## src/rtl/scp_mem_pkg.sv

```systemverilog
`default_nettype none
// ============================================================================
//  Module      : scp_mem_pkg
//  Description : Constants and state encoding shared by the MDR byte/word
//                paths (byte-to-word read side and word-to-byte write side).
//  Revision    : 1.0 - initial release
// ============================================================================
package scp_mem_pkg;

  localparam int BYTE_W = 8;
  localparam int WORD_W = 16;

  // Transfer state; encoding is shared with the byte-to-word path.
  typedef enum logic [1:0] {
    S_IDLE = 2'd0,
    S_LOW  = 2'd1,
    S_HIGH = 2'd2
  } mdr_state_e;

endpackage : scp_mem_pkg
`default_nettype wire

```

## src/rtl/mdr_in_word_byte_splitter.sv

```systemverilog
`default_nettype none
// ============================================================================
//  Module      : mdr_in_word_byte_splitter
//  Description : Takes one 16-bit word plus a byte address from the CPU store
//                path and issues it to the byte-wide memory bus as one
//                (byte mode) or two little-endian byte writes.
//  Revision    : 1.0 - initial release
// ============================================================================
module mdr_in_word_byte_splitter
  import scp_mem_pkg::*;
#(
  parameter int ADDR_W = 16
) (
  input  logic              clk,
  input  logic              rst,         // asynchronous, active-low
  input  logic [15:0]       word_in,
  input  logic [ADDR_W-1:0] addr_in,
  input  logic              byte_mode,
  input  logic              word_valid,
  output logic              word_ready,
  output logic [7:0]        mem_data,
  output logic [ADDR_W-1:0] mem_addr,
  output logic              mem_we,
  input  logic              mem_ack,
  output logic              busy,
  output logic              done
);

  mdr_state_e        state_q, state_d;
  logic [WORD_W-1:0] word_q, word_d;
  logic [ADDR_W-1:0] addr_q, addr_d;
  logic              mode_q, mode_d;
  logic              word_ready_q, word_ready_d;
  logic              mem_we_q, mem_we_d;
  logic [BYTE_W-1:0] mem_data_q, mem_data_d;
  logic [ADDR_W-1:0] mem_addr_q, mem_addr_d;
  logic              busy_q, busy_d;
  logic              done_q, done_d;

  // High byte goes to the next address, wrapping at the top of the space.
  logic [ADDR_W-1:0] addr_inc;
  assign addr_inc = addr_q + ADDR_W'(1);

  // Next-state and next-output logic; every output is taken from a flop.
  always_comb begin
    state_d      = state_q;
    word_d       = word_q;
    addr_d       = addr_q;
    mode_d       = mode_q;
    word_ready_d = word_ready_q;
    mem_we_d     = mem_we_q;
    mem_data_d   = mem_data_q;
    mem_addr_d   = mem_addr_q;
    busy_d       = busy_q;
    done_d       = 1'b0;

    case (state_q)
      S_IDLE: begin
        // Ready comes up on the first edge after reset and stays up here.
        word_ready_d = 1'b1;
        if (word_valid && word_ready_q) begin
          word_d       = word_in;
          addr_d       = addr_in;
          mode_d       = byte_mode;
          state_d      = S_LOW;
          mem_we_d     = 1'b1;
          mem_data_d   = word_in[BYTE_W-1:0];
          mem_addr_d   = addr_in;
          word_ready_d = 1'b0;
          busy_d       = 1'b1;
        end
      end

      S_LOW: begin
        // Low byte is re-driven from the captured word while waiting for ack.
        mem_data_d = word_q[BYTE_W-1:0];
        mem_addr_d = addr_q;
        if (mem_ack) begin
          if (mode_q) begin
            state_d      = S_IDLE;
            mem_we_d     = 1'b0;
            busy_d       = 1'b0;
            done_d       = 1'b1;
            word_ready_d = 1'b1;
          end else begin
            state_d    = S_HIGH;
            mem_data_d = word_q[WORD_W-1:BYTE_W];
            mem_addr_d = addr_inc;
          end
        end
      end

      S_HIGH: begin
        if (mem_ack) begin
          state_d      = S_IDLE;
          mem_we_d     = 1'b0;
          busy_d       = 1'b0;
          done_d       = 1'b1;
          word_ready_d = 1'b1;
        end
      end

      default: begin
        // Unreachable encoding: fall back to a quiet idle.
        state_d      = S_IDLE;
        mem_we_d     = 1'b0;
        busy_d       = 1'b0;
        word_ready_d = 1'b0;
      end
    endcase
  end

  // State and output registers; reset aborts any word in flight at once.
  always_ff @(posedge clk or negedge rst) begin
    if (!rst) begin
      state_q      <= S_IDLE;
      word_q       <= '0;
      addr_q       <= '0;
      mode_q       <= 1'b0;
      word_ready_q <= 1'b0;
      mem_we_q     <= 1'b0;
      mem_data_q   <= '0;
      mem_addr_q   <= '0;
      busy_q       <= 1'b0;
      done_q       <= 1'b0;
    end else begin
      state_q      <= state_d;
      word_q       <= word_d;
      addr_q       <= addr_d;
      mode_q       <= mode_d;
      word_ready_q <= word_ready_d;
      mem_we_q     <= mem_we_d;
      mem_data_q   <= mem_data_d;
      mem_addr_q   <= mem_addr_d;
      busy_q       <= busy_d;
      done_q       <= done_d;
    end
  end

  assign word_ready = word_ready_q;
  assign mem_we     = mem_we_q;
  assign mem_data   = mem_data_q;
  assign mem_addr   = mem_addr_q;
  assign busy       = busy_q;
  assign done       = done_q;

endmodule : mdr_in_word_byte_splitter
`default_nettype wire

```

## config.mk

```make
export PLATFORM = sky130hd
export DESIGN_NAME = mdr_in_word_byte_splitter
export DESIGN_NICKNAME = d
export VERILOG_FILES = /design/src/rtl/scp_mem_pkg.sv /design/src/rtl/mdr_in_word_byte_splitter.sv
export SDC_FILE = /design/constraint.sdc
export NUM_CORES = 1
export LEC_CHECK = 0
export ABC_CLOCK_PERIOD_IN_PS = 1900
export CORE_UTILIZATION = 40
export CTS_CLUSTER_SIZE = 16
export DETAILED_ROUTE_END_ITERATION = 8
export HOLD_SLACK_MARGIN = 0.1
export MAX_ROUTING_LAYER = met4
export PLACE_DENSITY_LB_ADDON = 0.25
export SLEW_MARGIN = 30
export SYNTH_ARGS = -nofsm -noshare
export SYNTH_HDL_FRONTEND = slang
export SYNTH_SLANG_ARGS = --single-unit
```

## constraint.sdc

```tcl
create_clock -name clk -period 1.9 [get_ports clk]
set_clock_uncertainty 0.15 [all_clocks]
set_input_delay 0.19 -clock clk [delete_from_list [all_inputs] [get_ports clk]]
set_output_delay 0.19 -clock clk [all_outputs]
set_load 0.02 [all_outputs]
```

After elaboration in Yosys (flattened, before gate mapping)

Index checks and enable logic that the tools add are counted.

$add $sub $neg: 1
Eq/ne operators: 6
Mux-type cells: 27
Reduce and logical (&&, ||, !) cells: 8

Operator list:

| operator                                                               | count |
|---|---|
| 16-bit two-way mux                                                     | 3 |
| 16-bit one-hot mux with 2 select lines                                 | 1 |
| 8-bit two-way mux                                                      | 3 |
| 16-bit by 1-bit adder with 16-bit output (second input constant)       | 1 |
| 8-bit one-hot mux with 2 select lines                                  | 1 |
| 1-bit two-way mux                                                      | 11 |
| 2-bit two-way mux                                                      | 4 |
| 2-bit != test (second input constant)                                  | 4 |
| 1-bit one-hot mux with 3 select lines                                  | 2 |
| 2-bit one-hot mux with 3 select lines                                  | 1 |
| 3-bit AND reduction                                                    | 2 |
| 2-bit AND reduction                                                    | 2 |
| 4-bit AND reduction                                                    | 1 |
| 2-bit by 1-bit equality test with 1-bit output (second input constant) | 1 |
| 2-bit equality test (second input constant)                            | 1 |
| 2-bit zero test                                                        | 1 |
| 1-bit one-hot mux with 2 select lines                                  | 1 |
| 2-bit nonzero test                                                     | 1 |
| 1-bit logical AND                                                      | 1 |

Register bits after elaboration: 62
Bits of input ports: 37
Output and inout bits: 28
Word-level logic and storage cells: 51

Longest topological paths before layout

Depth in word-level cells: 4
Mapped depth: 8
Mapped depth without buffers: 7

Worst setup path before layout

No wires, ideal clock.

Path kind: reg-to-reg
Start point: reg state_q[0]
End point: reg mem_addr_q[12] (netlist: mem_addr[12])
Setup time: 135 ps
Arrival time: 1476 ps
Data required time: 1615 ps
Setup slack: 139 ps
Stages on the path, launching flop included: 8
Buffers on the path: 1
Clock period less this slack: 1761 ps
Cell sequence: dfrtp_1 inv_1 ha_1 nand3_1 o21ai_2 nand2_1 clkbuf_1 o22ai_1

Word-level cells in the longest chain between the ends: 3
Elaborated cells between the ends (all ways): 6
Classes of those cells: eq/ne: 2; mux: 1; reduce/logical: 3

Ends and longest elaborated chain:

| element                                                                                  | line                             | text |
|---|---|---|
| start: declaration                                                                       | mdr_in_word_byte_splitter.sv:29  | `mdr_state_e state_q, state_d;` |
| start signal: assignment                                                                 | mdr_in_word_byte_splitter.sv:127 | `state_q <= state_d;` |
| 2-bit by 1-bit equality test with 1-bit output / 2-bit zero test (equally long branches) | mdr_in_word_byte_splitter.sv:57  | `case (state_q)` |
| 2-bit nonzero test (no line) / 2-bit != test (equally long branches)                     | --                               |  |
| 2-bit AND reduction (no line)                                                            | --                               |  |
| end signal: assignment                                                                   | mdr_in_word_byte_splitter.sv:134 | `mem_addr_q <= mem_addr_d;` |
| end: declaration                                                                         | mdr_in_word_byte_splitter.sv:36  | `logic [ADDR_W-1:0] mem_addr_q, mem_addr_d;` |

Parallel ways exist; a longest one is shown, timed or not.
A chain may end at the register's enable or synchronous reset.

Final worst setup path

Start point: reg state_q[1]
End point: reg mem_addr_q[13] (netlist: mem_addr[13])

The elaborated chain is that of the path after synthesis.

==> parameters.txt <==
Parameter                              Value

Outcome
  Status    finished, final reports clean

Critical path
  Reg2Reg Depth    7
  Critical path class    reg -> reg
  CP max-delay cell    dfrtp_1
  Cells along the critical path    inv_1 -> ha_2 -> inv_1 -> o21ai_2 -> nand2_1 -> buf_12 -> o22ai_1
  Worst EP required    2.00 ns
  CP Launch Type    flop
  Cell type with the highest occurrence count on the critical path    inv_1
  Endpoint type of the worst setup path    flop
  Worst-path fanout max    9
  Worst EP arrival    1.88 ns
  Setup slack of the worst register-to-register path    0.12 ns
  CP peak stage delay    0.40 ns
  RR Endpoint    mem_addr[13]
  Startpoint of the worst register-to-register path    state_q[1]

Timing
  Unrepaired setup endpoints after global routing    no
  Post-layout min period    1.78 ns
  Final worst-path cycle share    93.9%
  Worst hold slack across all endpoints    0.229 ns
  Final setup violation count    0
  Setup slack after layout    0.116 ns
  Transition time at the pin with the least slew margin    0.383 ns
  Count of final max-slew check failures    0
  Maximum operating frequency    0.561 GHz
  Max_slew headroom    74.4%
  Final number of hold-violating endpoints    0

Floorplanning
  Floorplan core area    7250 um2
  Initial Utilization    41.6%
  Number of cell rows    31
  Die Y-Extent    88.8 um
  Chip Width    88.8 um
  Die area    7890 um2
  Ports placed on the boundary    65

Placed design
  Post-detailed-placement half-perimeter wirelength    5130 um
  Placement Cell Area    3880 um2
  Cell count after placement    514
  Quantity of I/O buffers inserted on ports    64
  Place WS    -0.0349 ns
  GPL Wtd Cong    0.865

Clocking
  Maximum clock path buffer count    2
  Count of H-tree levels built during CTS    3
  Clock latency at the later pin of the worst-skew pair    0.33 ns
  Number of clock sinks    62
  CTS buffer count    9
  Clock input transition at the sequential cells of the worst setup and hold paths    0.07 ns
  Number of post-CTS setup repair buffers    0
  CTS tree    built
  Master cell of the clock root buffer    clkbuf_8

Cells and area
  Final instance area    4110 um2
  Layout Cells excl Fill    531
  Number of inserted filler cells in the final layout    690
  Ant diodes    0
  Fin nets    469
  Fraction of layout cells with a size suffix above 1    10.9%
  Area Growth Syn to Fin    36.4%

Power
  Worst IR Drop VDD    0.000674 V
  Pleak    0.00189 uW
  Total power density per cell area    1650 nW/um2
  Design Power    6800 uW

Synthesis
  Mean cell area of the mapped netlist    8.54 um2
  Ranking of synthesized cells by area    dfrtp_1 51%, nand2_1 18%, a21oi_1 5.6%
  Total number of yosys warnings    0
  Number of synthesized flops with an enable pin    0
  Dominant cell by count in the synthesized netlist    nand2_1
  Sequential share of the synthesized area    51.5%
  Share of flip-flops with an asynchronous set or reset    100%
  Most used flip-flop cell after synthesis    dfrtp_1
  Syn_nets    395
  Area of the mapped netlist    3020 um2
  Number of distinct library cell variants in the gate-level netlist after synthesis    36
  Synth Register Bits    62
  Post-synth top area share    51.5%
  Cell accounting for the most synthesized area    dfrtp_1
  Mapped Cells    353
  Most frequent cells after synthesis    141 x nand2_1, 62 x dfrtp_1, 34 x a21oi_1

Global routing
  Largest net degree at the start of global routing    63
  Number of global-route vias before repair    2,625
  First-pass GRT wire length    12,600 um
  Overflow after GRT    0
  Antenna violations before repair    0
  Overall global routing resource usage    22.0%

Drt
  Mean routed wirelength per cell    14.2 um
  Post-DR vias/cell    4.94
  Iteration count of the initial detailed-routing pass    4
  Number of nets with antenna violations after routing    0
  Detailed-route via count    2,622
  WL final    7540 um
  Starting DRT DRC Count    176
  Total DRC errors in the routed layout    0

Job
  Max-Cap Viols    0

Worst hold path
  Hold Startpoint    word_in[13]
  Worst Hold End    word_q[13]
  HP Class    in -> reg
  Hold Crit Depth    3
## registers in the layout, summed over array words and instances, names as in the netlist
register	flops
word_ready	1
mem_addr	16
busy	1
state_q	2
mode_q	1
word_q	16
mem_data	8
addr_q	16
done	1
## routing by layer
layer / track usage, % / wire [um] / share of wire, %
met1: 29.3 / 3460 / 46
met2: 33.6 / 3590 / 48
met3: 4.38 / 409 / 5.4
met4: 7.48 / 86 / 1.1
met5: - / 0 / 0
## how the worst max path moves through the flow
stage	slack, ns	startpoint	to	cells past startpoint
floorplan	0.14	state_q[0]	mem_addr[12]	7
global placement	0.003	mem_ack	mem_addr[14]	7
detailed placement	-0.03	mem_ack	mem_addr[13]	6
CTS	0.07	state_q[1]	mem_addr[14]	7
global route	0.03	state_q[1]	mem_addr[13]	7
finish	0.12	state_q[1]	mem_addr[13]	7
## stage by stage
step,utilization [%],setup TNS (ns)
finish,56.7,0
global route,56.7,0
CTS,56.4,0
detailed placement,53.5,-0.101
global placement,53.5,0
floorplan,-,0
## worst max-delay path, delay by kind of cell, from the launching register on
family                   cells  cell delay, ns
AO/OA/AOI/OAI                2            0.36
adder cells (fa/ha/maj)      1            0.25
buffers and inverters        3            0.40
flip-flops                   1            0.40
AND/OR/NAND/NOR              1            0.14
## placed cells by master (no fill, tap or decap), types with 4 or more instances in the layout
cell type and instances:
nand3_1 4, nand2_1 141, clkbuf_8 11, o21ai_1 17, clkdlybuf4s50_1 63, and3_1 6
o22ai_1 5, dfrtp_1 62, xor2_1 10, o21ai_0 4, buf_12 5, a21oi_1 33
xnor2_1 5, nor2_1 12, buf_4 11
## layout make-up
| class | instances | area, um2 | share of cell area (%) |
|---|---|---|---|
| clock buffers | 13 | 159 | 3.86 |
| clock inverters | 3 | 42.5 | 1.03 |
| inverters | 4 | 15.0 | 0.365 |
| multi-input cells | 268 | 1380 | 33.6 |
| flip-flops and latches | 62 | 1550 | 37.7 |
| well taps | 99 | 124 | 3.01 |
| repair buffers | 82 | 840 | 20.4 |
## report_power, final
group / switching (uW) / total, uW / internal [uW]
combinational: 1730 / 3140 / 1410
clock: 519 / 1200 / 677
sequential: 517 / 2460 / 1950
## what timing repair did
| action | in CTS | in global routing |
|---|---|---|
| hold buffers | 1 | 0 |
| gates resized for setup | 0 | 7 |
| endpoints found under the setup margin | 0 | 28 |
| hold endpoints to repair | 62 | 0 |
## cell families after synthesis
kind of cell / after synthesis / share of synthesized area, %
AND/OR/NAND/NOR: 178 / 25.9
XOR/XNOR: 15 / 4.36
buffers and inverters: 23 / 3.32
adder cells (fa/ha/maj): 5 / 2.07
flip-flops: 62 / 51.5
multiplexers: 2 / 0.664
AO/OA/AOI/OAI: 68 / 12.2
No activity file was read; power rests on OpenSTA's default activity.
